===== src/rtl/mips_ctrl_pkg.sv =====
// Purpose: shared encodings for the multicycle MIPS control unit (states, opcodes, mux selects).
// Latency: n/a (types and constants only).
// Backpressure: n/a.
package mips_ctrl_pkg;

  // Controller state encoding; codes 12-15 are unused and recover to FETCH.
  typedef enum logic [3:0] {
    S_FETCH   = 4'd0,
    S_DECODE  = 4'd1,
    S_MEMADR  = 4'd2,
    S_MEMRD   = 4'd3,
    S_MEMWB   = 4'd4,
    S_MEMWR   = 4'd5,
    S_RTYPEEX = 4'd6,
    S_RTYPEWB = 4'd7,
    S_BEQEX   = 4'd8,
    S_ADDIEX  = 4'd9,
    S_ADDIWB  = 4'd10,
    S_JEX     = 4'd11
  } state_t;

  // Supported instr[31:26] values.
  localparam logic [5:0] OP_RTYPE = 6'h00;
  localparam logic [5:0] OP_LW    = 6'h23;
  localparam logic [5:0] OP_SW    = 6'h2B;
  localparam logic [5:0] OP_BEQ   = 6'h04;
  localparam logic [5:0] OP_ADDI  = 6'h08;
  localparam logic [5:0] OP_J     = 6'h02;

  // ALU operation select.
  localparam logic [1:0] ALUOP_ADD   = 2'b00;
  localparam logic [1:0] ALUOP_SUB   = 2'b01;
  localparam logic [1:0] ALUOP_FUNCT = 2'b10;

  // ALU B operand select.
  localparam logic [1:0] SRCB_B      = 2'b00;
  localparam logic [1:0] SRCB_FOUR   = 2'b01;
  localparam logic [1:0] SRCB_IMM    = 2'b10;
  localparam logic [1:0] SRCB_IMMSH2 = 2'b11;

  // Next-PC select.
  localparam logic [1:0] PCSRC_ALU    = 2'b00;
  localparam logic [1:0] PCSRC_ALUOUT = 2'b01;
  localparam logic [1:0] PCSRC_JUMP   = 2'b10;

  // Raw per-state control word; PCWrite and Branch are combined into PCEn at the top.
  typedef struct packed {
    logic       iord;
    logic       irwrite;
    logic       memwrite;
    logic       regdst;
    logic       memtoreg;
    logic       regwrite;
    logic       alusrca;
    logic [1:0] alusrcb;
    logic [1:0] aluop;
    logic [1:0] pcsrc;
    logic       pcwrite;
    logic       branch;
  } ctrl_t;

  // True for every opcode the controller knows how to sequence.
  function automatic logic is_supported(input logic [5:0] op);
    case (op)
      OP_RTYPE, OP_LW, OP_SW, OP_BEQ, OP_ADDI, OP_J: return 1'b1;
      default:                                       return 1'b0;
    endcase
  endfunction

endpackage


===== src/rtl/multicycle_controller_if.sv =====
// Purpose: groups the controller's datapath-facing signals (opcode/zero in, controls out).
// Latency: n/a (wires only).
// Backpressure: none; the datapath always accepts the control word.
interface multicycle_controller_if;
  logic [5:0] opcode;
  logic       zero;
  logic       IorD;
  logic       IRWrite;
  logic       MemWrite;
  logic       RegDst;
  logic       MemtoReg;
  logic       RegWrite;
  logic       ALUSrcA;
  logic [1:0] ALUSrcB;
  logic [1:0] ALUOp;
  logic [1:0] PCSrc;
  logic       PCEn;
  logic       illegal_op;
  logic [3:0] state;

  // Controller side.
  modport master (
    input  opcode, zero,
    output IorD, IRWrite, MemWrite, RegDst, MemtoReg, RegWrite,
           ALUSrcA, ALUSrcB, ALUOp, PCSrc, PCEn, illegal_op, state
  );

  // Datapath side.
  modport slave (
    output opcode, zero,
    input  IorD, IRWrite, MemWrite, RegDst, MemtoReg, RegWrite,
           ALUSrcA, ALUSrcB, ALUOp, PCSrc, PCEn, illegal_op, state
  );
endinterface


===== src/rtl/mc_outdec.sv =====
// Purpose: pure state-to-control-word decode (Moore outputs).
// Latency: combinational, zero cycles.
// Backpressure: none.
module mc_outdec
  import mips_ctrl_pkg::*;
(
  input  logic [3:0] state_i,
  output ctrl_t      ctrl_o
);

  // Everything defaults to 0 so each state lists only what it asserts; unused codes stay all-zero.
  always_comb begin
    ctrl_o = '0;
    case (state_i)
      S_FETCH: begin
        ctrl_o.irwrite = 1'b1;
        ctrl_o.alusrcb = SRCB_FOUR;
        ctrl_o.aluop   = ALUOP_ADD;
        ctrl_o.pcsrc   = PCSRC_ALU;
        ctrl_o.pcwrite = 1'b1;
      end
      S_DECODE: begin
        ctrl_o.alusrcb = SRCB_IMMSH2;
        ctrl_o.aluop   = ALUOP_ADD;
      end
      S_MEMADR: begin
        ctrl_o.alusrca = 1'b1;
        ctrl_o.alusrcb = SRCB_IMM;
        ctrl_o.aluop   = ALUOP_ADD;
      end
      S_MEMRD: begin
        ctrl_o.iord = 1'b1;
      end
      S_MEMWB: begin
        ctrl_o.memtoreg = 1'b1;
        ctrl_o.regwrite = 1'b1;
      end
      S_MEMWR: begin
        ctrl_o.iord     = 1'b1;
        ctrl_o.memwrite = 1'b1;
      end
      S_RTYPEEX: begin
        ctrl_o.alusrca = 1'b1;
        ctrl_o.alusrcb = SRCB_B;
        ctrl_o.aluop   = ALUOP_FUNCT;
      end
      S_RTYPEWB: begin
        ctrl_o.regdst   = 1'b1;
        ctrl_o.regwrite = 1'b1;
      end
      S_BEQEX: begin
        ctrl_o.alusrca = 1'b1;
        ctrl_o.alusrcb = SRCB_B;
        ctrl_o.aluop   = ALUOP_SUB;
        ctrl_o.pcsrc   = PCSRC_ALUOUT;
        ctrl_o.branch  = 1'b1;
      end
      S_ADDIEX: begin
        ctrl_o.alusrca = 1'b1;
        ctrl_o.alusrcb = SRCB_IMM;
        ctrl_o.aluop   = ALUOP_ADD;
      end
      S_ADDIWB: begin
        ctrl_o.regwrite = 1'b1;
      end
      S_JEX: begin
        ctrl_o.pcsrc   = PCSRC_JUMP;
        ctrl_o.pcwrite = 1'b1;
      end
      default: ctrl_o = '0;
    endcase
  end

endmodule


===== src/rtl/multicycle_controller.sv =====
// Purpose: multicycle MIPS control FSM (state register, opcode latch, next-state, PCEn).
// Latency: lw 5, sw/R-type/addi 4, beq/j 3, illegal opcode 2 cycles.
// Backpressure: none; advances every clock, reset abandons the current instruction.
module multicycle_controller
  import mips_ctrl_pkg::*;
(
  input  logic                      clk,
  input  logic                      rst_n,
  multicycle_controller_if.master   bus
);

  logic [3:0] state_q, state_d;
  logic [5:0] opcode_q;
  ctrl_t      ctrl;

  // State register; reset parks the FSM in FETCH.
  always_ff @(posedge clk or negedge rst_n) begin
    if (!rst_n) state_q <= S_FETCH;
    else        state_q <= state_d;
  end

  // Opcode captured on the DECODE edge so later IR changes cannot steer MEMADR.
  always_ff @(posedge clk or negedge rst_n) begin
    if (!rst_n)                  opcode_q <= '0;
    else if (state_q == S_DECODE) opcode_q <= bus.opcode;
  end

  // Next-state: DECODE dispatches on the live opcode, MEMADR on the latched one.
  always_comb begin
    state_d = S_FETCH;
    case (state_q)
      S_FETCH:  state_d = S_DECODE;
      S_DECODE: begin
        case (bus.opcode)
          OP_RTYPE:     state_d = S_RTYPEEX;
          OP_LW, OP_SW: state_d = S_MEMADR;
          OP_BEQ:       state_d = S_BEQEX;
          OP_ADDI:      state_d = S_ADDIEX;
          OP_J:         state_d = S_JEX;
          default:      state_d = S_FETCH;
        endcase
      end
      S_MEMADR:  state_d = (opcode_q == OP_LW) ? S_MEMRD : S_MEMWR;
      S_MEMRD:   state_d = S_MEMWB;
      S_RTYPEEX: state_d = S_RTYPEWB;
      S_ADDIEX:  state_d = S_ADDIWB;
      default:   state_d = S_FETCH;
    endcase
  end

  mc_outdec u_outdec (
    .state_i (state_q),
    .ctrl_o  (ctrl)
  );

  // Write enables are held low while reset is asserted, since the reset state (FETCH) would
  // otherwise raise IRWrite and PCEn.
  always_comb begin
    bus.IorD       = ctrl.iord;
    bus.IRWrite    = ctrl.irwrite & rst_n;
    bus.MemWrite   = ctrl.memwrite & rst_n;
    bus.RegDst     = ctrl.regdst;
    bus.MemtoReg   = ctrl.memtoreg;
    bus.RegWrite   = ctrl.regwrite & rst_n;
    bus.ALUSrcA    = ctrl.alusrca;
    bus.ALUSrcB    = ctrl.alusrcb;
    bus.ALUOp      = ctrl.aluop;
    bus.PCSrc      = ctrl.pcsrc;
    bus.PCEn       = rst_n & (ctrl.pcwrite | (ctrl.branch & bus.zero));
    bus.illegal_op = rst_n & (state_q == S_DECODE) & ~is_supported(bus.opcode);
    bus.state      = state_q;
  end

endmodule


===== src/flat_wrapper.sv =====
// flat-port wrapper written by rule: the top's interface ports become plain ports
module multicycle_controller_flat import mips_ctrl_pkg::*;
  (clk, rst_n, bus_opcode, bus_zero, bus_IorD, bus_IRWrite, bus_MemWrite, bus_RegDst, bus_MemtoReg, bus_RegWrite, bus_ALUSrcA, bus_ALUSrcB, bus_ALUOp, bus_PCSrc, bus_PCEn, bus_illegal_op, bus_state);
  multicycle_controller_if bus_i ();
  input  logic clk;
  input  logic rst_n;
  input wire logic [$bits(bus_i.opcode)-1:0] bus_opcode;
  input wire logic [$bits(bus_i.zero)-1:0] bus_zero;
  output wire logic [$bits(bus_i.IorD)-1:0] bus_IorD;
  output wire logic [$bits(bus_i.IRWrite)-1:0] bus_IRWrite;
  output wire logic [$bits(bus_i.MemWrite)-1:0] bus_MemWrite;
  output wire logic [$bits(bus_i.RegDst)-1:0] bus_RegDst;
  output wire logic [$bits(bus_i.MemtoReg)-1:0] bus_MemtoReg;
  output wire logic [$bits(bus_i.RegWrite)-1:0] bus_RegWrite;
  output wire logic [$bits(bus_i.ALUSrcA)-1:0] bus_ALUSrcA;
  output wire logic [$bits(bus_i.ALUSrcB)-1:0] bus_ALUSrcB;
  output wire logic [$bits(bus_i.ALUOp)-1:0] bus_ALUOp;
  output wire logic [$bits(bus_i.PCSrc)-1:0] bus_PCSrc;
  output wire logic [$bits(bus_i.PCEn)-1:0] bus_PCEn;
  output wire logic [$bits(bus_i.illegal_op)-1:0] bus_illegal_op;
  output wire logic [$bits(bus_i.state)-1:0] bus_state;
  assign bus_i.opcode = bus_opcode;
  assign bus_i.zero = bus_zero;
  assign bus_IorD = bus_i.IorD;
  assign bus_IRWrite = bus_i.IRWrite;
  assign bus_MemWrite = bus_i.MemWrite;
  assign bus_RegDst = bus_i.RegDst;
  assign bus_MemtoReg = bus_i.MemtoReg;
  assign bus_RegWrite = bus_i.RegWrite;
  assign bus_ALUSrcA = bus_i.ALUSrcA;
  assign bus_ALUSrcB = bus_i.ALUSrcB;
  assign bus_ALUOp = bus_i.ALUOp;
  assign bus_PCSrc = bus_i.PCSrc;
  assign bus_PCEn = bus_i.PCEn;
  assign bus_illegal_op = bus_i.illegal_op;
  assign bus_state = bus_i.state;
  multicycle_controller u_core (.clk(clk), .rst_n(rst_n), .bus(bus_i));
endmodule

===== config.mk =====
export PLATFORM = sky130hd
export DESIGN_NAME = multicycle_controller_flat
export DESIGN_NICKNAME = d
export VERILOG_FILES = /design/src/rtl/mips_ctrl_pkg.sv /design/src/rtl/multicycle_controller_if.sv /design/src/rtl/mc_outdec.sv /design/src/rtl/multicycle_controller.sv /design/src/flat_wrapper.sv
export SDC_FILE = /design/constraint.sdc
export NUM_CORES = 1
export LEC_CHECK = 0
export ABC_AREA = 0
export CORE_AREA = 2 2 46 48
export CTS_BUF_LIST = sky130_fd_sc_hd__clkbuf_4
export DETAILED_ROUTE_END_ITERATION = 8
export DIE_AREA = 0 0 48 50
export PLACE_DENSITY = 0.72
export SLEW_MARGIN = 5
export SYNTH_ARGS = -nofsm -noshare
export SYNTH_HDL_FRONTEND = slang
export SYNTH_HIERARCHICAL = 1
export SYNTH_SLANG_ARGS = --single-unit

===== constraint.sdc =====
create_clock -name clk -period 2 [get_ports clk]
set_clock_uncertainty 0.2 [all_clocks]
set_input_delay 0.6 -clock clk [delete_from_list [all_inputs] [get_ports clk]]
set_output_delay 0.6 -clock clk [all_outputs]
set_load 0.05 [all_outputs]

; Word-level counts from Yosys, hierarchy flattened
; Cells that the tools add are included.
[word_totals]
wordCells = 52
reg_bits = 10
in_bits = 9
[classes]
n_eq_ne = 17
n_mux = 15
bitwise = 9
reduce_logical = 9
[ops]
columns = op, n
row1 = 4-bit case mux with 5 select lines, 2
row2 = 4-bit case mux with 6 select lines, 1
row3 = "6-bit equality test, second input constant", 3
row4 = "4-bit by 3-bit equality test with 1-bit output, second input constant", 4
row5 = "4-bit equality test, second input constant", 4
row6 = 1-bit 2-to-1 mux, 10
row7 = "4-bit by 2-bit equality test with 1-bit output, second input constant", 2
row8 = 2-bit OR reduction, 4
row9 = 1-bit AND, 7
row10 = "6-bit by 2-bit equality test with 1-bit output, second input constant", 1
row11 = "6-bit by 3-bit equality test with 1-bit output, second input constant", 1
row12 = "6-bit by 4-bit equality test with 1-bit output, second input constant", 1
row13 = 6-bit logical NOT, 1
row14 = 6-bit OR reduction, 1
row15 = "4-bit by 1-bit equality test with 1-bit output, second input constant", 1
row16 = 4-bit logical NOT, 1
row17 = 2-bit case mux with 2 select lines, 1
row18 = 4-bit OR reduction, 1
row19 = 3-bit 2-to-1 mux, 1
row20 = 3-bit OR reduction, 1
row21 = 1-bit inverter, 1
row22 = 1-bit OR, 1

; Longest topological paths before layout
[logic_depth]
word_depth = 5
mapped_depth = 5
mapped_depth_nobuf = 4

; Hierarchy
; Netlist, hierarchy kept.
[by_module_without_submodules]
columns = mod, n_inst, cells_each, area_each_um2, seq_area_each_um2
row1 = multicycle_controller, 1, 50, 536.8, 250.2
row2 = mc_outdec, 1, 27, 161.4, 0.0

; Worst setup path before layout
; No wires, ideal clock.
[synth_path]
path_type = register -> output
start = reg u_core.state_q[2], in the netlist u_core/bus.state[2]
end = out bus_MemtoReg
path_buffers = 0
required_time_ns = 1.200
path_stages_with_launch = 3
t_arrival_ns = 2.098
path_slack_ns = -0.898
cell_sequence = dfrtp_1 nand2b_1 nor3_1
[synth_via]
elab_chain_cells = 2
[synth_rtl]
columns = item, line
row1 = from (decl), multicycle_controller.sv:12  ; logic [3:0] state_q, state_d;
row2 = from (signal assigned), multicycle_controller.sv:19  ; else state_q <= state_d;
row3 = 4-bit by 3-bit equality test with 1-bit output, mc_outdec.sv:14  ; case (state_i)
row4 = 1-bit 2-to-1 mux, mc_outdec.sv:14
row5 = to (decl), flat_wrapper.sv:13  ; output wire logic [$bits(bus_i.MemtoReg)-1:0] bus_MemtoReg;
; No other way between the ends.

==> impl_metrics.env <==
export IMPL_seq_power_share_pct=17.0
export IMPL_wl_per_cell_um=19.1
export IMPL_async_reset_ff_share_pct=100
export IMPL_relSlewSlack_pct=81.7
export IMPL_finalSetupViolCount=16
export IMPL_finalHoldViolations=0
export IMPL_combinationalPowerShare_pct=75.3
export IMPL_final_nets=153
export IMPL_max_clock_path_buffers=2
export IMPL_synth_avg_cell_area_um2=9.07
export IMPL_fmax_ghz=0.403
export IMPL_cts_sinks=10
export IMPL_cts_root_buffer="clkbuf_4"
export IMPL_cts_hold_buf=0
export IMPL_core_um2=1900
export IMPL_rsz0062_at_grt="true"
export IMPL_place_hpwl_um=1730
export IMPL_grt_pass1_vias=927
export IMPL_cp_end_kind="primary output"
export IMPL_vias=967
export IMPL_synth_ff_type="dfrtp_1"
export IMPL_start_util_pct=36.7
export IMPL_die_height_um=50
export IMPL_gp_congestion=0.853
export IMPL_ir_drop_v=0.000872
export IMPL_vias_per_cell=5.69
export IMPL_synth_top_area_share_pct=35.8
export IMPL_n_antenna_cell=0
export IMPL_drive_gt1_share_pct=71.3
export IMPL_fin_setup_tns_ps=-5430
export IMPL_port_buffers=27
export IMPL_clk_pin_slew_ps=70
export IMPL_area_growth_syn_to_layout_pct=149
export IMPL_setup_slack_ps=-482
export IMPL_grt_pass1_wl_um=4420
export IMPL_required_ps=1200
export IMPL_ios=28
export IMPL_grt_max_degree=9
export IMPL_outcome="complete, but fails checks"
export IMPL_p_switching_w=0.000910
export IMPL_synth_common_cells="dfrtp_1, nor3_1, mux2_2, nor2_1"
export IMPL_dr_first_iter_drc_count=40
export IMPL_total_power_w=0.00209
export IMPL_std_cell_rows=16
export IMPL_pre_cts_ws_ps=-757
export IMPL_grt_usage_pct=26.9
export IMPL_critPathMaxFanout=8
export IMPL_worstMarginPinSlew_ps=274
export IMPL_hold_ws_ps=301
export IMPL_crit_type="register to primary output"
export IMPL_synth_most_common_cell="dfrtp_1"
export IMPL_yosys_warnings=6
export IMPL_maxCapViolCount=0
export IMPL_cts_tree="yes"
export IMPL_h_tree_depth=1
export IMPL_holdCritPathClass="register to register"
export IMPL_power_frac_clock_pct=7.7
export IMPL_route_detailed_drc=0
export IMPL_crit_path_start_kind="register"
export IMPL_p_leak_nw=0.706
export IMPL_powerDensity_nw_per_um2=1200
export IMPL_synth_cell_types=31
export IMPL_die_w_um=48
export IMPL_switching_share_pct=43.6
export IMPL_post_route_period_util_pct=124
export IMPL_antenna_found_initial=0
export IMPL_die_area_um2=2400
export IMPL_synth_area_top_cells="dfrtp_1, mux2_2, nor3_1"
export IMPL_yosys_area_top_type="dfrtp_1"
export IMPL_drv_slew=0
export IMPL_seq_area_frac_synth_pct=35.8
export IMPL_internal_power_w=0.00118
export IMPL_globalRouteOverflowTotal=0
export IMPL_synth_net_count=86
export IMPL_syn_cell_area_um2=698
export IMPL_cts_made_buffers=3
export IMPL_violations="negative setup slack"
export IMPL_synth_enable_flop_cells=0
export IMPL_antenna_left=0
export IMPL_routed_wl_um=3250
export IMPL_synthCells=77
export IMPL_synth_seq_cells=10
export IMPL_fin_crit_ps=2480
export IMPL_worstPathArrival_ps=1680
export IMPL_worstSkewPairLatency_ps=270
export IMPL_drtPass1Iterations=4
-- path summary, 6_finish.rpt --
check / from / to / slack (ps) / depth (start not counted)
setup reg to reg: u_core/bus.state[3] / u_core/bus.state[1] / -210 / 5
setup / recovery: u_core/bus.state[1] / bus_RegWrite / -480 / 5
max in group asynchronous: rst_n / u_core/bus.state[0] / 1110 / 3
hold / removal: u_core/opcode_q[4] / u_core/opcode_q[4] / 300 / 1
min in group asynchronous: rst_n / u_core/bus.state[3] / 360 / 3
hold reg to reg: u_core/opcode_q[4] / u_core/opcode_q[4] / 300 / 1
-- sequential cells by signal, summed over array words and instances (netlist names) --
signal            count
u_core/bus.state      4
u_core/opcode_q       6
-- critical path: stages, from the launching register on --
cell,delay [ps]
dfrtp_2,430
buf_6,190
xor2_1,240
o22ai_1,160
and2_2,240
buf_12,150
-- logic make-up after synthesis --
group                     share of synthesized area [%]
AOI/OAI and AO/OA                                  11.6
muxes                                              9.68
DFF                                                35.8
xor gates and xnor gates                           3.76
and+or+nand+nor                                    35.1
buffers and inverters                              3.94
-- area by class of cell --
cell class	instances	area [um^2]
inverters	2	7.51
clock buffers	4	30.0
flip-flops and latches	10	260
repair buffers	65	778
fillers	60	164
multi-input cells	62	628
well taps	27	33.8
-- metrics by stage --
| stage | util [%] | cell area [um^2] | cells |
|---|---|---|---|
| 6_report | 91.4 | 1740 | 170 |
| 5_1_grt | 91.4 | 1740 | 170 |
| 4_1_cts | 86.9 | 1650 | 169 |
| 3_5_place_dp | 79.3 | 1510 | 156 |
| 3_3_place_gp | 79.3 | 1510 | 156 |
| 2_1_floorplan | - | 818 | 77 |
-- per-layer routing --
layer | GRT usage, % | routed length (um) | vias to the layer above
met5 | 0 | 0 | -
li1 | - | - | 419
met2 | 49.6 | 1730 | 68
met4 | 16.7 | 170 | 0
met3 | 1.47 | 205 | 17
met1 | 26.8 | 1140 | 463
-- cell usage in the layout, fill, tap and decap left out, drive strengths merged, types with 3 or more instances in the layout --
cell type / instances
nor3: 8
nand2b: 4
mux2: 6
nand3: 3
and2: 3
nand2: 3
dlygate4sd2: 3
buf: 61
nor2: 6
o211ai: 3
o21ai: 3
clkbuf: 4
a21oi: 4
dfrtp: 10
-- power by group through the flow --
stage / combinational [W] / sequential (W) / clock (W)
after floorplan: 0.000651 / 0.000433 / 0
after global placement: 0.00132 / 0.000349 / 0
after detailed placement: 0.00135 / 0.000351 / 0
after CTS: 0.00143 / 0.000348 / 0.000157
after global routing: 0.00164 / 0.000365 / 0.000177
final: 0.00157 / 0.000355 / 0.000161
-- repair_timing --
item,CTS,global route
pin swaps,7,6
buffers inserted,9,2
resized for setup,34,15
endpoints found under the setup margin,16,17
No activity file was read; power rests on OpenSTA's default activity.
